<file path="config.mk">
export PLATFORM = sky130hd
export DESIGN_NAME = lsu_ptr_ctrl
export DESIGN_NICKNAME = d
export VERILOG_FILES = /design/src/rtl/lsu_pkg.sv /design/src/rtl/lsu_timeout_ctr.sv /design/src/rtl/lsu_ptr_ctrl.sv
export SDC_FILE = /design/constraint.sdc
export NUM_CORES = 1
export LEC_CHECK = 0
export CAP_MARGIN = 20
export CORE_ASPECT_RATIO = 2
export CORE_MARGIN = 3
export CORE_UTILIZATION = 47
export DETAILED_ROUTE_END_ITERATION = 8
export PLACE_DENSITY = 0.92
export REMOVE_ABC_BUFFERS = 1
export SLEW_MARGIN = 5
export SYNTH_ARGS = -nofsm -noshare
export SYNTH_HDL_FRONTEND = slang
export SYNTH_SLANG_ARGS = --single-unit
</file>
<file path="constraint.sdc">
create_clock -name clk -period 3.65 [get_ports clk]
set_input_delay 0.73 -clock clk [delete_from_list [all_inputs] [get_ports clk]]
set_output_delay 0.73 -clock clk [all_outputs]
set_load 0.02 [all_outputs]
</file>
<file path="src/rtl/lsu_pkg.sv">
// Shared codes for the LSU pointer controller and the register file pointer port.
package lsu_pkg;

    typedef enum logic [1:0] {
        ST_IDLE  = 2'd0,
        ST_ISSUE = 2'd1,
        ST_UPD   = 2'd2
    } lsu_state_e;

    localparam logic [1:0] RH_OP_NONE = 2'b00;
    localparam logic [1:0] RH_OP_INC  = 2'b01;
    localparam logic [1:0] RH_OP_DEC  = 2'b10;

    localparam logic [1:0] PTR_X = 2'd0;
    localparam logic [1:0] PTR_Y = 2'd1;
    localparam logic [1:0] PTR_Z = 2'd2;

    localparam logic [1:0] PMODE_PLAIN   = 2'd0;
    localparam logic [1:0] PMODE_POSTINC = 2'd1;
    localparam logic [1:0] PMODE_PREDEC  = 2'd2;

    // Reserved selector 3 aliases the Z pair.
    function automatic logic [1:0] map_ptr_sel(input logic [1:0] sel);
        return (sel == 2'd3) ? PTR_Z : sel;
    endfunction

    // Reserved mode 3 behaves as a plain access.
    function automatic logic [1:0] map_ptr_mode(input logic [1:0] mode);
        return (mode == 2'd3) ? PMODE_PLAIN : mode;
    endfunction

    function automatic logic [1:0] mode_to_rh_op(input logic [1:0] mode);
        logic [1:0] op;
        case (mode)
            PMODE_POSTINC: op = RH_OP_INC;
            PMODE_PREDEC:  op = RH_OP_DEC;
            default:       op = RH_OP_NONE;
        endcase
        return op;
    endfunction

endpackage

</file>
<file path="src/rtl/lsu_timeout_ctr.sv">
// Counts consecutive cycles with run high; flags the last allowed cycle.
module lsu_timeout_ctr #(
    parameter int unsigned TIMEOUT = 15
) (
    input  logic clk,
    input  logic rst,
    input  logic run,
    output logic expired_c
);

    localparam int unsigned CNT_W = (TIMEOUT > 1) ? $clog2(TIMEOUT) : 1;
    localparam logic [CNT_W-1:0] LAST = CNT_W'(TIMEOUT - 1);

    logic [CNT_W-1:0] cnt_q;

    // Counter is zero in the first run cycle and saturates at the last one.
    always_ff @(posedge clk or posedge rst) begin
        if (rst) begin
            cnt_q <= '0;
        end else if (!run) begin
            cnt_q <= '0;
        end else if (cnt_q != LAST) begin
            cnt_q <= cnt_q + CNT_W'(1);
        end
    end

    assign expired_c = run && (cnt_q == LAST);

endmodule

</file>
<file path="src/rtl/lsu_ptr_ctrl.sv">
// Indirect load/store through X/Y/Z pointer pairs with pointer post-inc / pre-dec.
// Optional request timeout is built when LSU_TIMEOUT_EN is defined.
module lsu_ptr_ctrl
    import lsu_pkg::*;
#(
    parameter int unsigned ADDR_W  = 16,
    parameter int unsigned TIMEOUT = 15
) (
    input  logic              clk,
    input  logic              rst,
    input  logic              start,
    input  logic              is_store,
    input  logic [1:0]        ptr_sel,
    input  logic [1:0]        ptr_mode,
    input  logic [4:0]        reg_sel,
    input  logic [ADDR_W-1:0] ptr_val,
    input  logic [7:0]        st_data,
    output logic              busy,
    output logic              done,
    output logic              err,
    output logic [1:0]        rh_sel,
    output logic [1:0]        rh_op,
    output logic              rf_wr_en,
    output logic [4:0]        rf_wr_sel,
    output logic [7:0]        rf_wr_data,
    output logic              mem_req,
    output logic              mem_we,
    output logic [ADDR_W-1:0] mem_addr,
    output logic [7:0]        mem_wdata,
    input  logic              mem_ack,
    input  logic [7:0]        mem_rdata
);

    lsu_state_e        state_q, state_d;
    logic              store_q, store_d;
    logic [1:0]        sel_q, sel_d;
    logic [1:0]        mode_q, mode_d;
    logic [4:0]        reg_q, reg_d;
    logic              timeout_c;
    logic              abort_d;

    logic              busy_d, done_d, err_d, rf_wr_en_d, mem_req_d, mem_we_d;
    logic [1:0]        rh_sel_d, rh_op_d;
    logic [4:0]        rf_wr_sel_d;
    logic [7:0]        rf_wr_data_d, mem_wdata_d;
    logic [ADDR_W-1:0] mem_addr_d;

`ifdef LSU_TIMEOUT_EN
    lsu_timeout_ctr #(
        .TIMEOUT (TIMEOUT)
    ) u_timeout (
        .clk       (clk),
        .rst       (rst),
        .run       (state_q == ST_ISSUE),
        .expired_c (timeout_c)
    );
`else
    logic [31:0] unused_timeout;
    assign unused_timeout = 32'(TIMEOUT);
    assign timeout_c      = 1'b0;
`endif

    // Next state plus next values of every registered output.
    always_comb begin
        state_d      = state_q;
        store_d      = store_q;
        sel_d        = sel_q;
        mode_d       = mode_q;
        reg_d        = reg_q;
        mem_we_d     = mem_we;
        mem_addr_d   = mem_addr;
        mem_wdata_d  = mem_wdata;
        rf_wr_data_d = '0;
        abort_d      = 1'b0;

        case (state_q)
            ST_IDLE: begin
                if (start) begin
                    state_d     = ST_ISSUE;
                    store_d     = is_store;
                    sel_d       = map_ptr_sel(ptr_sel);
                    mode_d      = map_ptr_mode(ptr_mode);
                    reg_d       = reg_sel;
                    mem_we_d    = is_store;
                    mem_wdata_d = st_data;
                    mem_addr_d  = (map_ptr_mode(ptr_mode) == PMODE_PREDEC)
                                  ? ptr_val - ADDR_W'(1) : ptr_val;
                end
            end
            ST_ISSUE: begin
                // An ack on the final allowed cycle still completes normally.
                if (mem_ack) begin
                    state_d      = ST_UPD;
                    rf_wr_data_d = mem_rdata;
                end else if (timeout_c) begin
                    state_d = ST_UPD;
                    abort_d = 1'b1;
                end
            end
            ST_UPD: begin
                state_d = ST_IDLE;
            end
            default: begin
                state_d = ST_IDLE;
            end
        endcase

        busy_d      = (state_d != ST_IDLE);
        mem_req_d   = (state_d == ST_ISSUE);
        done_d      = (state_d == ST_UPD) && (state_q == ST_ISSUE);
        err_d       = done_d && abort_d;
        rf_wr_en_d  = done_d && !abort_d && !store_d;
        rf_wr_sel_d = rf_wr_en_d ? reg_d : 5'd0;
        if (!rf_wr_en_d) begin
            rf_wr_data_d = '0;
        end
        rh_sel_d    = done_d ? sel_d : PTR_X;
        rh_op_d     = (done_d && !abort_d) ? mode_to_rh_op(mode_d) : RH_OP_NONE;
    end

    // State, captured command and registered outputs.
    always_ff @(posedge clk or posedge rst) begin
        if (rst) begin
            state_q    <= ST_IDLE;
            store_q    <= 1'b0;
            sel_q      <= '0;
            mode_q     <= '0;
            reg_q      <= '0;
            busy       <= 1'b0;
            done       <= 1'b0;
            err        <= 1'b0;
            rh_sel     <= '0;
            rh_op      <= '0;
            rf_wr_en   <= 1'b0;
            rf_wr_sel  <= '0;
            rf_wr_data <= '0;
            mem_req    <= 1'b0;
            mem_we     <= 1'b0;
            mem_addr   <= '0;
            mem_wdata  <= '0;
        end else begin
            state_q    <= state_d;
            store_q    <= store_d;
            sel_q      <= sel_d;
            mode_q     <= mode_d;
            reg_q      <= reg_d;
            busy       <= busy_d;
            done       <= done_d;
            err        <= err_d;
            rh_sel     <= rh_sel_d;
            rh_op      <= rh_op_d;
            rf_wr_en   <= rf_wr_en_d;
            rf_wr_sel  <= rf_wr_sel_d;
            rf_wr_data <= rf_wr_data_d;
            mem_req    <= mem_req_d;
            mem_we     <= mem_we_d;
            mem_addr   <= mem_addr_d;
            mem_wdata  <= mem_wdata_d;
        end
    end

endmodule
</file>
---- Word-level counts from Yosys, hierarchy flattened ----
Index checks and enable logic that the tools add are counted.
word-level totals
  logic and storage cells ................. 52
  memories ................................ 0
  bits in writable memories ............... 0
  latch bits .............................. 0
  ROM bits ................................ 0
  bits of input ports ..................... 46
  bits in registers ....................... 58
  output and inout port bits .............. 47
cells by class
  bitwise operators ....................... 0
  shift-type cells ........................ 0
  $mul .................................... 0
  order comparisons ....................... 0
  add/sub/neg operators ................... 1
  equal/unequal tests ..................... 8
  muxes and demuxes ....................... 21
  reductions and logical operators ........ 6
  divide/modulo/power cells ............... 0
operator list
  kind                     number
  $mux W8                  3
  $mux W2                  10
  $mux W16                 1
  $sub A16 B1 Y16 const B  1
  $mux W5                  3
  $eq A2 B2 Y1 const B     5
  $pmux W2 S2              2
  $eq A2 B1 Y1 const B     3
  $logic_and A1 B1 Y1      2
  $logic_not A2 Y1         1
  $mux W1                  2
  $reduce_and A2 Y1        1
  $reduce_bool A2 Y1       1
  $logic_not A1 Y1         1

---- Depth between registers and ports, before layout ----
Gate-level depths: netlist of run 1.
  word-level depth ........................ 7
  mapped depth ............................ 6

---- Least setup slack after synthesis of run 1 ----
No wires, ideal clock.
  path kind ............................... input to register
  start point ............................. in ptr_val[8]
  end point ............................... reg mem_addr[12]
  buffers on the path ..................... 0
  arrival ................................. 1,929 ps
  stages on the path ...................... 4
  slack ................................... 1,597 ps
  path through ............................ or4_4 -> nor4_4 -> a21boi_1 -> o31a_1
between the ends
  cells in the longest elaborated chain, start to end .. 2
RTL lines
  element               RTL line             source
  start, declared       lsu_ptr_ctrl.sv:16   input logic [ADDR_W-1:0] ptr_val,
  $sub A16 B1 Y16       lsu_ptr_ctrl.sv:87   ? ptr_val - ADDR_W'(1) : ptr_val;
  $mux W16              lsu_ptr_ctrl.sv:87
  end signal, assigned  lsu_ptr_ctrl.sv:157  mem_addr <= mem_addr_d;
  end, declared         lsu_ptr_ctrl.sv:28   output logic [ADDR_W-1:0] mem_addr,
No other way between the ends.
A chain may end at the register's enable or synchronous reset.

---- Worst setup path in the final report of run 1 ----
  start point ............................. in start
  end point ............................... reg mem_addr[15]
between the ends
  cells in the longest elaborated chain, start to end .. 1
RTL lines
  element                      RTL line            source
  start, declared              lsu_ptr_ctrl.sv:11  input logic start,
  $reduce_and A2 Y1 (no line)  -
No other way between the ends.

==> summary.md, run 1 <==
| Metric | Value |
|---|---|
| Post-CTS Hold Buffers | `0` |
| GPL Wtd Cong | `0.8193` |
| Vert. Die Dim | `107.8 um` |
| Final hold violations | `0` |
| I/O pin count | `93` |
| Final Setup Violations | `0` |
| Clock slew at reported path FFs | `60 ps` |
| Synth Area per Inst | `a little over 10 sq um` |
| Number of cells on the worst hold path | `2` |
| Crit end category | `flip-flop` |
| M3 GR Usage | `under 10%` |
| Yosys reg bits | `58` |
| Max Fclk | `429.6 MHz` |
| # H-tree levels | `3` |
| Bufs on Longest Clock Path | `2` |
| Unique masters post-synth | `41` |
| Drt pass-1 iters | `4` |
| Core box area | `4955 sq um` |
| EDFF count, synth | `0` |
| Number of nets in the layout | `between 300 and 400` |
| Tmin final | `between 2000 and 2500 ps` |
| Required @ worst endpoint | `3910 ps` |
| Clock Skews | `7.129 ps` |
| Crit path kind | `input pin to flip-flop` |
| Max Cap Viol | `0` |
| Post-route ant nets | `0` |
| CTS tree | `yes` |
| Synth Cell Area | `approximately 2400 sq um` |
| Via count | `1,971` |
| GRT met1 Usage | `20.43%` |
| Initial antenna violation count | `0` |
| Final worst slack | `1322 ps` |
| Sequential area share after synthesis | `59.64%` |
| Layout cells sized above 1 | `under 10%` |
| Most common cell after layout, fill and taps aside | `clkdlybuf4s50_1` |
| Starting density of the core | `between 40% and 50%` |
| Slew @ Worst Pin | `871.5 ps` |
| PwrDens | `approximately 540 nW/um^2` |
| Post-CTS sizing | `0` |
| Most frequent cells in the layout | `clkdlybuf4s50_1 (91), nand2_1 (70), dfrtp_1 (58)` |
| Tot GR Track Use | `19.60%` |
| DRT iter0 DRCs | `50` |
| Via density | `5.015` |
| Die W | `56.88 um` |
| LEAKAGE | `~1.6 nW` |
| Maximum VDD drop | `0.3783 mV` |
| Syn Inst Count | `236` |
| Placed instance count | `377` |
| Crit start category | `input pin` |
| Fillers | `~380` |
| Max-slew violations | `0` |
| Cts bufs inserted | `9` |
| Clock sinks | `58` |
| Residual DRC | `0` |
| Min-delay src | `sel_q[0]` |
| Clock Tree Root | `clkbuf_8` |
| Setup crit start | `start` |
| Pre-CTS WS | `974.9 ps` |
| Fin crit share | `~64%` |
| Die ar. | `about 6100 sq um` |
| Main synth FF type | `dfrtp_1` |
| Share of synthesized registers carrying an async set or reset | `100.0%` |
| First-pass GRT wire length | `9218 um` |
| Setup bufs post-CTS | `0` |
| Worst-Skew Late Latency | `330 ps` |
| Outcome | `complete, no violations` |
| IO Port Bufs | `around 90` |
| Area of the multi-input gates | `918.4 sq um` |
| Largest net degree at the start of global routing | `59` |
| Row count | `36` |
| Cell Count, Final, Fillers Out | `393` |
| Grt met2 use | `between 30% and 40%` |
| Area Overhead vs Synth | `46.79%` |
| Yosys Warn Count | `0` |
| Hold Path Class | `flip-flop to flip-flop` |
| RSZ-0062 raised after global routing | `no` |
| Antenna cells | `0` |
| Worst r2r path cells | `4` |
| Routed WL per cell | `about 14 um` |
| CP max FO | `45` |
| Global routing's busiest layer | `met2` |
| Worst Path Arrival | `2590 ps` |
| Number of global-route vias before repair | `around 2.1k` |
| Drt total wl | `around 5600 um` |
| Sequential cell area | `1451 sq um` |
| Total negative slack | `0 ps` |
| Gr ovfl total | `0` |
| DP Wirelength | `4078 um` |
| Startpoint of the worst register-to-register path | `state_q[1]` |
| Slew HR | `41.90%` |
[critical path, stage by stage]
cell,delay (ps)
clkdlybuf4s50_1,500
or3b_2,810
nor4_1,340
mux2i_1,100
nand3_1,90
[final timing paths]
kind                           endpoint  slack (ps)
min reg2reg                    sel_q[0]         470
max in group asynchronous       store_q        2270
min in group asynchronous      reg_q[4]         930
min                            sel_q[0]         470
max reg2reg                mem_addr[15]        1770
max                        mem_addr[15]        1320
[metrics by stage]
stage               total power, W  utilization (%)  hold WS [ps]  area (sq um)
finish                    0.001911            72.10         467.4          3572
global route              0.002012            72.10         486.9          3572
CTS                       0.001933            72.10         469.1          3572
detailed placement        0.001400            68.41         453.6          3390
global placement          0.001379            68.41         444.9          3390
floorplan                 0.001093                -         432.7          2392
[final cells by class]
class	instances	area share (%)
Multi-Input combinational cell	163	25.71
Clock inverter	2	0.2802
Timing Repair Buffer	93	25.92
Clock buffer	14	4.834
Inverter	6	0.6305
Sequential cell	58	40.63
Tap cell	57	1.996
[where the power goes]
group          switching (W)  leakage (nW)  total, W  internal, W
sequential         0.0000586         0.737  0.000824     0.000765
combinational       0.000297         0.809  0.000562     0.000265
clock               0.000226        0.0965  0.000526     0.000300
total               0.000582          1.64   0.00191      0.00133
[metal layers]
layer / wire length (um) / share of wire (%)
met2: 3085 / 55
met3: 275 / 4.9
met5: 0 / 0
met1: 2099 / 37
met4: 163 / 2.9
[Yosys cell counts, types with 3 or more instances]
cell type,n,area share (%)
a31oi_1,3,0.77
and2_1,16,4.1
buf_2,3,0.62
clkbuf_1,3,0.46
dfrtp_1,58,60
inv_1,6,0.93
mux2i_1,3,1.2
nand2_1,70,11
nand3_1,6,1.2
nand3b_1,3,0.93
nor2_1,11,1.7
nor3_1,3,0.62
o21ai_0,12,2.5
xnor2_1,5,1.8
xor2_1,4,1.4
[cells by family (layout without fill, tap and decap cells)]
logic type | after synthesis | in the layout | share of synthesized area, %
AOI/OAI and AO/OA | 20 | 20 | 4.679
xor gates and xnor gates | 9 | 9 | 3.239
adders and majority gates | 1 | 1 | 0.5141
buffers and inverters | 15 | 115 | 2.622
DFF | 58 | 58 | 59.64
muxes | 3 | 3 | 1.234
other | 1 | 1 | 0.1541
and+or+nand+nor | 129 | 129 | 27.92
[state kept, by name, summed over array words and instances (netlist names), 2 cells and up]
register	count
reg_q	5
rf_wr_sel	5
mode_q	2
rh_sel	2
mem_wdata	8
sel_q	2
mem_addr	16
state_q	2
rh_op	2
rf_wr_data	8
Power figures use the tool's default switching activity.
==> run 2, diff against run 1 <==
- CORE_UTILIZATION: 47 -> 44
- PLACE_DENSITY: 0.92 -> 0.87
- clock period: 3.65 -> 2.15 ns (I/O delays scaled with it)
==> summary.md, run 2 (same netlist as run 1, synthesis figures left out) <==
| Metric | Value |
|---|---|
| CP Cell Sequence | `clkdlybuf4s50_1 > or4_4 > nor4_4 > buf_4 > mux2i_1 > nand3_1` |
| Fin crit share | `roughly nine tenths` |
| Clock slew at reported path FFs | `60 ps (about the same)` |
| Worst r2r path cells | `5 (+1)` |
| DP Wirelength | `4423 um (+8.5%)` |
| Most common cell after layout, fill and taps aside | `clkdlybuf4s50_1` |
| WP buf/inv | `2 (+1)` |
| Top Family by Delay on Critical Path | `simple AND/OR/NAND/NOR gates` |
| Critical path's largest stage delay | `570 ps (-240 ps)` |
| Die ar. | `6513 sq um (+6.3%)` |
| Final hold violations | `0 (unchanged)` |
| Cell Count, Final, Fillers Out | `413 (+5.1%)` |
| # H-tree levels | `3 (unchanged)` |
| Critical-path top delay cell | `or4_4` |
| Most frequent cells in the layout | `clkdlybuf4s50_1 (91), nand2_1 (70), dfrtp_1 (58)` |
| Initial antenna violation count | `0 (unchanged)` |
| Post-route ant nets | `0 (unchanged)` |
| Drt pass-1 iters | `5 (+1)` |
| Row count | `37 (+2.8%)` |
| IO Port Bufs | `91 (unchanged)` |
| Largest net degree at the start of global routing | `36 (-39%)` |
| Layout cells sized above 1 | `13.80% (+5.5 points)` |
| Drt total wl | `5710 um (+1.5%)` |
| I/O pin count | `93 (unchanged)` |
| Tmin final | `1916 ps` |
| Max Fclk | `521.8 MHz` |
| Via density | `5.051 (+0.71%)` |
| Largest reg by FF count | `mem_addr` |
| CP max FO | `3 (-93%)` |
| Post-CTS Hold Buffers | `0 (unchanged)` |
| Max Cap Viol | `0 (unchanged)` |
| Clock Skews | `6.097 ps (-1.032 ps)` |
| Slew @ Worst Pin | `500.3 ps (-371.1 ps)` |
| Slew HR | `66.60% (+25 points)` |
| DRT iter0 DRCs | `50 (unchanged)` |
| Gr ovfl total | `0 (unchanged)` |
| Antenna cells | `0 (unchanged)` |
| Number of nets in the layout | `397 (+5.0%)` |
| Vert. Die Dim | `111.2 um (+3.2%)` |
| Outcome | `complete, no violations` |
| Core box area | `5231 sq um (+5.6%)` |
| Setup bufs post-CTS | `0 (unchanged)` |
| Tot GR Track Use | `19.23% (-0.36 points)` |
| Required @ worst endpoint | `2360 ps (-1550 ps)` |
| Bufs on Longest Clock Path | `2 (unchanged)` |
| Residual DRC | `0 (unchanged)` |
| Largest registers | `mem_addr: 16 flops, mem_wdata: 8 flops, rf_wr_data: 8 flops` |
| Worst-Skew Late Latency | `320 ps (about the same)` |
| Routed WL per cell | `13.83 um (-3.4%)` |
| Max-slew violations | `0 (unchanged)` |
| Clock sinks | `58 (unchanged)` |
| RSZ-0062 raised after global routing | `no` |
| Die W | `58.59 um (+3.0%)` |
| Hold Slack | `454.5 ps (-12.87 ps)` |
| Placed instance count | `397 (+5.3%)` |
| Crit start category | `input pin` |
| Post-CTS sizing | `0 (unchanged)` |
| CTS tree | `yes` |
| Number of global-route vias before repair | `2,112 (+1.7%)` |
| GPL Wtd Cong | `0.7614 (-7.1%)` |
| Final Setup Violations | `0 (unchanged)` |
| Starting density of the core | `46.52% (-2.6 points)` |
| Worst Path Arrival | `2120 ps (-470 ps)` |
| LEAKAGE | `1.768 nW (+7.7%)` |
| Crit path kind | `input pin to flip-flop` |
| Max FFs per register | `16 (unchanged)` |
| Crit path depth | `6 (+1)` |
| Via count | `2,086 (+5.8%)` |
| PwrDens | `918.5 nW/um^2 (+72%)` |
| Hold Path Class | `input pin to async pin` |
| Area Overhead vs Synth | `55.94%` |
| Cts bufs inserted | `9 (unchanged)` |
| Maximum VDD drop | `0.6618 mV (+75%)` |
| Clock Tree Root | `clkbuf_8` |
| First-pass GRT wire length | `9604 um (+4.2%)` |
| Crit end category | `flip-flop` |
| Fillers | `403 (+7.5%)` |
[run 2: cell count changes in the layout (fill, tap and decap cells not counted), sizes merged]
cell | previous run | this run
clkinv | 2 | 4
bufinv | 0 | 2
clkbuf | 14 | 10
buf | 2 | 21
[run 2: report_power, final]
group	internal (W)	switching, W
Combinational	0.000490	0.000510
Clock	0.000676	0.000413
Sequential	0.00130	0.0000989
Total	0.00246	0.00102
[run 2: area by class of cell]
class | instances | area, sq um | area share, %
sequential | 58 | 1451 | 38.25
timing repair buffer | 112 | 1106 | 29.15
multi-input combinational | 163 | 924.6 | 24.37
clock buffer | 10 | 137.6 | 3.627
clock inverter | 6 | 80.08 | 2.110
tap | 58 | 72.57 | 1.912
inverter | 6 | 22.52 | 0.5935
[run 2: worst paths after layout]
check / slack [ps] / end / from
hold reg to reg: 470 / sel_q[0] / sel_q[0]
setup reg to reg: 480 / mem_addr[15] / state_q[1]
setup / recovery: 230 / mem_addr[14] / ptr_val[8]
hold / removal: 450 / busy / rst
max in group asynchronous: 1170 / reg_q[4] / rst
min in group clk: 470 / sel_q[0] / sel_q[0]
[run 2: routing by layer]
layer | track usage, % | share of wire, % | vias to the layer above
met4 | 10.14 | 3.3 | 0
met1 | 20.62 | 36 | 1002
met5 | 0 | 0 | -
met2 | 33.83 | 57 | 67
met3 | 3.846 | 4.3 | 17
li1 | - | - | 1000
[run 2: stage by stage]
step / instance area [sq um] / utilization (%) / power [W] / setup WS (ps) / TNS (ps)
floorplan: 2392 / - / 0.001856 / 292.0 / 0
global placement: 3577 / 68.38 / 0.002396 / -72.59 / -172.8
detailed placement: 3577 / 68.38 / 0.002427 / -118.0 / -508.7
CTS: 3795 / 72.54 / 0.003525 / 233.1 / 0
global route: 3795 / 72.54 / 0.003670 / 123.1 / 0
finish: 3795 / 72.54 / 0.003486 / 233.6 / 0
